**src/rtl/cache_line_ram_pkg.sv**
```systemverilog
// Shared types and defaults for the cache line store: geometry and flush FSM encodings.
// Latency: n/a (declarations only).
// Backpressure: n/a.
package cache_line_ram_pkg;

    localparam int CACHE_IDX_W  = 4;
    localparam int CACHE_LINE_W = 64;

    typedef enum logic [1:0] {
        CRAM_IDLE  = 2'd0,
        CRAM_FLUSH = 2'd1,
        CRAM_DONE  = 2'd2
    } cram_state_e;

    // Byte-strobe count for a line of the given bit width.
    function automatic int line_nb(input int width);
        return width / 8;
    endfunction

endpackage

```
**src/rtl/cache_line_ram_if.sv**
```systemverilog
// Request/response bundle between a cache controller (master) and one way's line store (slave).
// Latency: n/a (wiring only).
// Backpressure: master may only issue rreq/wen/flush_req while ready is high.
interface cache_line_ram_if
    import cache_line_ram_pkg::*;
#(
    parameter int IDX_W = CACHE_IDX_W,
    parameter int WIDTH = CACHE_LINE_W
) ();
    localparam int NB = line_nb(WIDTH);

    logic             ready;
    logic             rreq;
    logic [IDX_W-1:0] rindex;
    logic             rvalid;
    logic             rhit;
    logic [WIDTH-1:0] rdata;
    logic             wen;
    logic [IDX_W-1:0] windex;
    logic [NB-1:0]    wstrb;
    logic [WIDTH-1:0] wdata;
    logic             flush_req;
    logic             flush_done;

    modport master (
        input  ready, rvalid, rhit, rdata, flush_done,
        output rreq, rindex, wen, windex, wstrb, wdata, flush_req
    );

    modport slave (
        output ready, rvalid, rhit, rdata, flush_done,
        input  rreq, rindex, wen, windex, wstrb, wdata, flush_req
    );
endinterface

```
**src/rtl/cache_byte_merge.sv**
```systemverilog
// Byte-granular merge: strobed bytes from new_line, the rest from old_line.
// Latency: combinational.
// Backpressure: none.
module cache_byte_merge #(
    parameter int WIDTH = 64
) (
    input  logic [WIDTH-1:0]   old_line,
    input  logic [WIDTH-1:0]   new_line,
    input  logic [WIDTH/8-1:0] strb,
    output logic [WIDTH-1:0]   merged
);
    always_comb begin
        merged = old_line;
        for (int i = 0; i < WIDTH / 8; i++) begin
            if (strb[i]) merged[8*i +: 8] = new_line[8*i +: 8];
        end
    end
endmodule

```
**src/rtl/cache_line_ram.sv**
```systemverilog
// One cache way's data/valid store: byte-strobed writes, registered read, flush sequencer.
// Latency: read 1 cycle; flush DEPTH+1 cycles of ready=0. CACHE_RAM_BYPASS_EN forwards same-index writes to reads.
// Backpressure: ready low during FLUSH/DONE; requests presented then are dropped, owner must retry.
module cache_line_ram
    import cache_line_ram_pkg::*;
#(
    parameter int IDX_W = CACHE_IDX_W,
    parameter int WIDTH = CACHE_LINE_W
) (
    input logic             clk,
    input logic             rstn,
    cache_line_ram_if.slave bus
);
    localparam int DEPTH = 1 << IDX_W;

    cram_state_e      state_q, state_d;
    logic [IDX_W-1:0] cnt_q, cnt_d;
    logic [DEPTH-1:0] valid_q, valid_d;
    logic             rvalid_q, rvalid_d;
    logic             rhit_q, rhit_d;
    logic [WIDTH-1:0] rdata_q, rdata_d;
    logic [WIDTH-1:0] mem_q [DEPTH];

    logic             ready;
    logic             rd_acc;
    logic             wr_acc;
    logic             fl_acc;
    logic [WIDTH-1:0] wr_line;

    assign ready  = (state_q == CRAM_IDLE);
    assign rd_acc = ready & bus.rreq;
    assign wr_acc = ready & bus.wen;
    assign fl_acc = ready & bus.flush_req;

    // Shared by the write path and the same-index read bypass.
    cache_byte_merge #(.WIDTH(WIDTH)) u_merge (
        .old_line (mem_q[bus.windex]),
        .new_line (bus.wdata),
        .strb     (bus.wstrb),
        .merged   (wr_line)
    );

    always_comb begin
        state_d = state_q;
        cnt_d   = cnt_q;
        valid_d = valid_q;
        if (wr_acc) valid_d[bus.windex] = 1'b1;
        unique case (state_q)
            CRAM_IDLE: begin
                if (fl_acc) begin
                    state_d = CRAM_FLUSH;
                    cnt_d   = '0;
                end
            end
            CRAM_FLUSH: begin
                valid_d[cnt_q] = 1'b0;
                if (cnt_q == IDX_W'(DEPTH - 1)) begin
                    state_d = CRAM_DONE;
                    cnt_d   = '0;
                end else begin
                    cnt_d = cnt_q + 1'b1;
                end
            end
            CRAM_DONE: state_d = CRAM_IDLE;
            default:   state_d = CRAM_IDLE;
        endcase
    end

    // Array is sampled before this edge's write, so reads are read-before-write unless bypassed.
    always_comb begin
        rvalid_d = rd_acc;
        rhit_d   = rhit_q;
        rdata_d  = rdata_q;
        if (rd_acc) begin
            rdata_d = mem_q[bus.rindex];
            rhit_d  = valid_q[bus.rindex];
`ifdef CACHE_RAM_BYPASS_EN
            if (wr_acc && (bus.windex == bus.rindex)) begin
                rdata_d = wr_line;
                rhit_d  = 1'b1;
            end
`endif
        end
    end

    always_ff @(posedge clk or negedge rstn) begin
        if (!rstn) begin
            state_q  <= CRAM_IDLE;
            cnt_q    <= '0;
            valid_q  <= '0;
            rvalid_q <= 1'b0;
            rhit_q   <= 1'b0;
            rdata_q  <= '0;
        end else begin
            state_q  <= state_d;
            cnt_q    <= cnt_d;
            valid_q  <= valid_d;
            rvalid_q <= rvalid_d;
            rhit_q   <= rhit_d;
            rdata_q  <= rdata_d;
        end
    end

    always_ff @(posedge clk) begin
        if (wr_acc) mem_q[bus.windex] <= wr_line;
    end

    assign bus.ready      = ready;
    assign bus.rvalid     = rvalid_q;
    assign bus.rhit       = rhit_q;
    assign bus.rdata      = rdata_q;
    assign bus.flush_done = (state_q == CRAM_DONE);
endmodule
```
**src/flat_wrapper.sv**
```systemverilog
// flat-port wrapper written by rule: the top's interface ports become plain ports
module cache_line_ram_flat import cache_line_ram_pkg::*;
#(
    parameter int IDX_W = CACHE_IDX_W,
    parameter int WIDTH = CACHE_LINE_W
)
  (clk, rstn, bus_ready, bus_rvalid, bus_rhit, bus_rdata, bus_flush_done, bus_rreq, bus_rindex, bus_wen, bus_windex, bus_wstrb, bus_wdata, bus_flush_req);
  cache_line_ram_if #(.IDX_W(IDX_W), .WIDTH(WIDTH)) bus_i ();
  input logic clk;
  input logic rstn;
  output wire logic [$bits(bus_i.ready)-1:0] bus_ready;
  output wire logic [$bits(bus_i.rvalid)-1:0] bus_rvalid;
  output wire logic [$bits(bus_i.rhit)-1:0] bus_rhit;
  output wire logic [$bits(bus_i.rdata)-1:0] bus_rdata;
  output wire logic [$bits(bus_i.flush_done)-1:0] bus_flush_done;
  input wire logic [$bits(bus_i.rreq)-1:0] bus_rreq;
  input wire logic [$bits(bus_i.rindex)-1:0] bus_rindex;
  input wire logic [$bits(bus_i.wen)-1:0] bus_wen;
  input wire logic [$bits(bus_i.windex)-1:0] bus_windex;
  input wire logic [$bits(bus_i.wstrb)-1:0] bus_wstrb;
  input wire logic [$bits(bus_i.wdata)-1:0] bus_wdata;
  input wire logic [$bits(bus_i.flush_req)-1:0] bus_flush_req;
  assign bus_ready = bus_i.ready;
  assign bus_rvalid = bus_i.rvalid;
  assign bus_rhit = bus_i.rhit;
  assign bus_rdata = bus_i.rdata;
  assign bus_flush_done = bus_i.flush_done;
  assign bus_i.rreq = bus_rreq;
  assign bus_i.rindex = bus_rindex;
  assign bus_i.wen = bus_wen;
  assign bus_i.windex = bus_windex;
  assign bus_i.wstrb = bus_wstrb;
  assign bus_i.wdata = bus_wdata;
  assign bus_i.flush_req = bus_flush_req;
  cache_line_ram #(.IDX_W(IDX_W), .WIDTH(WIDTH)) u_core (.clk(clk), .rstn(rstn), .bus(bus_i));
endmodule
```
**config.mk**
```make
export PLATFORM = sky130hd
export DESIGN_NAME = cache_line_ram_flat
export DESIGN_NICKNAME = d
export VERILOG_FILES = /design/src/rtl/cache_line_ram_pkg.sv /design/src/rtl/cache_line_ram_if.sv /design/src/rtl/cache_byte_merge.sv /design/src/rtl/cache_line_ram.sv /design/src/flat_wrapper.sv
export SDC_FILE = /design/constraint.sdc
export NUM_CORES = 1
export LEC_CHECK = 0
export CAP_MARGIN = 20
export CORE_MARGIN = 10
export CORE_UTILIZATION = 60
export CTS_CLUSTER_SIZE = 25
export DETAILED_ROUTE_END_ITERATION = 10
export PLACE_DENSITY = 0.78
export SETUP_SLACK_MARGIN = 0.02
export SLEW_MARGIN = 10
export SYNTH_ARGS = -nofsm -noshare
export SYNTH_HDL_FRONTEND = slang
export SYNTH_SLANG_ARGS = --single-unit
```
**constraint.sdc**
```tcl
create_clock -name clk -period 2.9 [get_ports clk]
set_input_delay 0.725 -clock clk [delete_from_list [all_inputs] [get_ports clk]]
set_output_delay 0.725 -clock clk [all_outputs]
set_load 0.005 [all_outputs]
```
# Word-level counts from Yosys, hierarchy flattened
# Memories as Yosys holds them, arrays and structs flattened. A register that Yosys moved wholly into a read port is not among the register bits.
# Cells that the tools add are included.
[op_classes]
addsub = 1
mul = 0
div_mod_pow = 0
magnitude_cmp = 5
n_eq_ne = 13
shifts = 0
mux = 24
bitwise_logic = 6
reduce_logical = 15
[ops]
columns = ["cell", "n"]
rows = [
  ["8-bit two-way mux", 8],
  ["16-bit two-way mux", 2],
  ["2-bit AND reduction", 10],
  ["16-bit AND", 1],
  ["16-bit inverter", 1],
  ["16-bit bitwise OR", 1],
  ["4-bit by 5-bit less-than comparator with 1-bit output (second input constant)", 3],
  ["1-bit demux with 4-bit select", 2],
  ["4-bit by 1-bit >= comparator with 1-bit output (second input constant)", 2],
  ["4-bit two-way mux", 2],
  ["1-bit inequality test (second input constant)", 8],
  ["4-bit one-hot mux with 2 select lines", 1],
  ["1-bit two-way mux", 5],
  ["4-bit by 1-bit adder with 4-bit output (second input constant)", 1],
  ["1-bit binary-select mux with 4-bit select", 1],
  ["4-bit == test (second input constant)", 1],
  ["2-bit two-way mux", 2],
  ["2-bit one-hot mux with 2 select lines", 1],
  ["1-bit AND", 3],
  ["2-bit by 1-bit == test with 1-bit output (second input constant)", 1],
  ["2-bit == test (second input constant)", 1],
  ["1-bit logical AND", 2],
  ["2-bit zero test", 1],
  ["2-bit by 1-bit inequality test with 1-bit output (second input constant)", 1],
  ["other kinds (3)", 3],
]
[totals]
register_bits = 24
latchBits = 0
ram_bits = 1024
romBits = 0
input_bits = 85
output_inout_bits = 68
wordCells = 70
memories = 1
[memory_table]
columns = ["name", "depth", "width", "read_ports", "rd_ports_with_merged_regs", "wr", "line_no", "text"]
rows = [
  ["u_core.mem_q", 16, 64, 1, 1, 1, "cache_line_ram.sv:22", "logic [WIDTH-1:0] mem_q [DEPTH];"],
]

# Logic depth before layout (Yosys ltp)
[depth]
ltp_word = 8
ltp_mapped = 9
mapped_depth_nobuf = 5

# Cells and area by module
# From an unflattened synthesis, not the netlist that was laid out.
[unflattened]
hier_cells = 2427
hier_area_um2 = 50474.7
[modules_own_cells]
columns = ["mod", "n_inst", "cells_per_inst", "area_each_um2", "seq_area_each_um2"]
rows = [
  ["cache_line_ram", 1, 2355, 49423.7, 32951.6],
  ["cache_byte_merge", 1, 72, 1051.0, 0.0],
]

# Least setup slack after synthesis
# Ideal clock, no wire load.
[synth_path]
path_kind = "input to register"
startpoint = "in bus_windex[2]"
endpoint = "mem u_core.mem_q[8][0] (enable)"
setup_ns = 0.332
t_arrival_ns = 1.910
required_ns = 2.568
slack_ns = 0.659
stages = 4
path_buffers = 0
path_cell_list = "nor4b_1 -> nand2_1 -> nor3_1 -> and2_1"
[synth_rtl]
columns = ["element", "line_no", "text"]
rows = [
  ["start: declaration", "flat_wrapper.sv:19", "input wire logic [$bits(bus_i.windex)-1:0] bus_windex;"],
  ["end: declaration", "cache_line_ram.sv:22", ""],
]
# No word-level cell before the write port.

# Worst setup path after layout
[layout_path]
startpoint = "reg u_core.state_q[1]"
endpoint = "out bus_ready"
[layout_between]
elab_chain_cells = 1
[layout_rtl]
columns = ["element", "line_no", "text"]
rows = [
  ["start: declaration", "cache_line_ram.sv:16", "cram_state_e state_q, state_d;"],
  ["start signal: assignment", "cache_line_ram.sv:95", "state_q <= state_d;"],
  ["2-bit zero test", "cache_line_ram.sv:30", "assign ready = (state_q == CRAM_IDLE);"],
  ["end: declaration", "flat_wrapper.sv:11", "output wire logic [$bits(bus_i.ready)-1:0] bus_ready;"],
]
# No other way between the ends.

==> qor.csv <==
stage;metric;value;unit
yosys;yosysTopAreaCell;edfxtp_1;
floorplanning;start_util;60.9;%
yosys;synth_most_common_cell;edfxtp_1;
clock_network;htree_levels;3;
route;ant_nets;0;
timing;final_hold_viol_count;0;
yosys;netlist_area;0.0428;mm²
timing;finalSetupViolations;0;
clock_network;clkSlewWorstSetupHoldPaths;60;ps
timing;setup_slack;102;ps
layout;area.growth.synth_to_final;21.6;%
clock_network;clkSinkCount;1112;
placement;place_hpwl;67300;µm
layout;fin_util;74.0;%
yosys;netlist_instances;2060;
yosys;synth_enable_flop_cells;1024;
yosys;synthTopCellsByArea;edfxtp_1 72%, mux4_2 11%, dfrtp_1 5.1%, mux2i_1 2.8%, a22oi_1 1.9%;
timing;fmax;0.357;GHz
placement;port-buffer-count;152;
timing;slew_headroom;50.9;%
layout;fin_nets;2544;
placement;gp_congestion;0.855;
floorplanning;rows;97;
route;drt_first_pass_iters;5;
layout;fin_cells;3489;
power;p_per_area;711;mW/mm²
placement;dp_cells;3289;
clock_network;cts_buffer_depth;3;
global_route;antenna_found_initial;8;
power;vdd_drop_max;0.000596;V
run;maxCapViolCount;0;
global_route;grt_max_degree;41;
worst_setup_path;required;2170;ps
timing;skew;22.5;ps
yosys;synth_seq_cells;1112;
run_status;outcome;completed;
route;drc;0;
timing;rsz0062_at_grt;no;
yosys;ys.flop_type;edfxtp_1;
global_route;grt.total_usage;26.2;%
yosys;yosys-top-cells-count;1024 x edfxtp_1, 200 x mux4_2, 130 x and2_1;
power;p_leak;17.7;nW
worst_setup_path;end_kind;output port;
yosys;yosysSeqAreaShare;76.9;%
worst_hold_path;hp-class;in2async;
yosys;avgSynthCellArea;20.8;µm²
global_route;grt_pass1_vias;23696;
floorplanning;coreArea;0.0704;mm²
route;wl_per_cell;30.7;µm
floorplanning;die_x;287;µm
route;wirelength;107000;µm
layout;drive_above_1_share;26.0;%
yosys;yosys.area.top_type_share;71.8;%
placement;dp_slack;-452;ps
yosys;synth_warnings;0;
route;avgViaCountPerCell;6.53;
floorplanning;die_h;287;µm
route;vias;22793;
floorplanning;fp.dieArea;0.0825;mm²
clock_network;cts_buffers;104;
timing;timing.final.crit_share;96.5;%
worst_setup_path;path_class;reg2out;
clock_network;hold_buffers;0;
clock_network;clkLatencyLatePin;660;ps
floorplanning;io_pins;153;
power;fin_total_pwr;0.0370;W
global_route;gr-total-overflow;0;
worst_setup_path;crit_arrival;2070;ps
clock_network;tritoncts;yes;
worst_setup_path;cp-start-kind;flop;
global_route;grt_pass1_wl;159000;µm
timing;worst_pin_slew;734;ps
yosys;synth_async_sr_flop_share;7.91;%
clock_network;root_buffer;clkbuf_16;
worst_setup_path;crit_path_max_fanout;9;
timing;fin_crit;2800;ps
worst_setup_path;rr_startpoint;u_core.state_q[1]$_DFFE_PN0P_;
yosys;yosysUniqueCellTypes;42;
worst_setup_path;critPathLaunch;u_core.state_q[1]$_DFFE_PN0P_;
yosys;synthesis.nets;2149;
route;drt_iter0_markers;2745;
timing;maxSlewViolCount;0;
cell type report:
| type | count | area, µm² |
|---|---|---|
| antenna | 3 | 7.51 |
| clock buffer | 133 | 2920 |
| clock inverter | 64 | 862 |
| fill | 3804 | 18300 |
| inverter | 5 | 18.8 |
| multi-input combinational | 829 | 9270 |
| sequential | 1112 | 33000 |
| tap | 940 | 1180 |
| timing repair buffer | 403 | 4900 |
repair_timing:
item / CTS / global route
pin swaps: 0 / 0
setup endpoints to repair: 1 / 399
cloned: 0 / 0
setup buffers: 0 / 0
resized for setup: 1 / 1
layout by cell type, fill, tap and decap left out, types with 2 or more instances in the layout:
cell type / synthesis / final
ha_1: 4 / 4
clkinv_4: 0 / 3
a22oi_1: 110 / 110
buf_12: 2 / 119
nand3_1: 48 / 48
clkinv_2: 0 / 16
nand2_1: 52 / 52
clkinvlp_4: 0 / 8
nor2b_1: 6 / 5
mux2_2: 23 / 23
inv_1: 4 / 4
clkbuf_16: 0 / 109
edfxtp_1: 1024 / 1024
clkinv_1: 0 / 13
a2bb2oi_1: 16 / 16
mux2i_1: 119 / 119
a22o_1: 2 / 2
inv_6: 0 / 3
mux4_1: 10 / 10
nand2b_1: 4 / 4
nor2_4: 0 / 2
diode_2: 0 / 3
dfrtp_1: 88 / 88
mux4_2: 200 / 200
o21ai_0: 19 / 19
o211ai_1: 44 / 44
bufinv_16: 0 / 20
buf_8: 0 / 2
clkdlybuf4s50_1: 0 / 148
nor3_1: 5 / 2
nor3_2: 1 / 4
nor2_1: 18 / 16
buf_4: 21 / 133
clkbuf_8: 0 / 10
nand4_1: 3 / 3
and2_1: 130 / 129
clkbuf_1: 37 / 14
and3_1: 3 / 2
routing by layer:
metal / track usage [%] / routed length [µm]
met4: 8.39 / 3060
met5: 0 / 19
met1: 34.6 / 39400
met2: 43.6 / 54500
met3: 5.31 / 10200
logic make-up after synthesis:
kind of cell               share of synthesized area (%)
AOI/OAI and AO/OA                                   3.38
DFF                                                 76.9
muxes                                               14.5
adders and majority gates                          0.117
buffers and inverters                               1.59
and+or+nand+nor                                     3.50
flip-flops by register name, summed over array words and instances (netlist names):
| register | count |
|---|---|
| u_core.mem_q | 1024 |
| u_core.bus.rdata | 64 |
| u_core.cnt_q | 4 |
| u_core.valid_q | 16 |
| u_core.bus.rvalid | 1 |
| u_core.state_q | 2 |
| u_core.bus.rhit | 1 |
where the power goes:
| group | switching (W) | total, W | internal (W) | leakage, nW |
|---|---|---|---|---|
| registers | 0.000559 | 0.0187 | 0.0182 | 10.3 |
| logic | 0.00174 | 0.00350 | 0.00177 | 5.57 |
| clock network | 0.00590 | 0.0148 | 0.00891 | 1.83 |
path summary, 6_finish.rpt:
kind                                                          to  slack [ps]  cells after the start
worst max-delay path                                   bus_ready         100                      2
worst min-delay path            u_core.bus.rdata[24]$_DFFE_PN0P_          50                      1
worst max register to register      u_core.mem_q[9][6]$_DFFE_PP_         280                      7
worst min register to register  u_core.bus.rdata[19]$_DFFE_PN0P_         480                      2
max in group asynchronous          u_core.state_q[1]$_DFFE_PN0P_        2060                      2
min in group clk                u_core.bus.rdata[19]$_DFFE_PN0P_         480                      2
through the flow:
step                      setup TNS [ps]  area, µm²  hold slack (ps)
after global placement           -177970      48300              464
after detailed placement         -191810      48300              476
after floorplan                        0      42800              429
final                                  0      52100             53.1
after CTS                              0      52100             28.9
after global routing                   0      52100             61.4
critical path: stages (launching register included):
cell and delay, ps:
dfrtp_1 550, nor2_2 300, clkdlybuf4s50_1 560
Note: power is estimated with default switching activity, not from simulation.
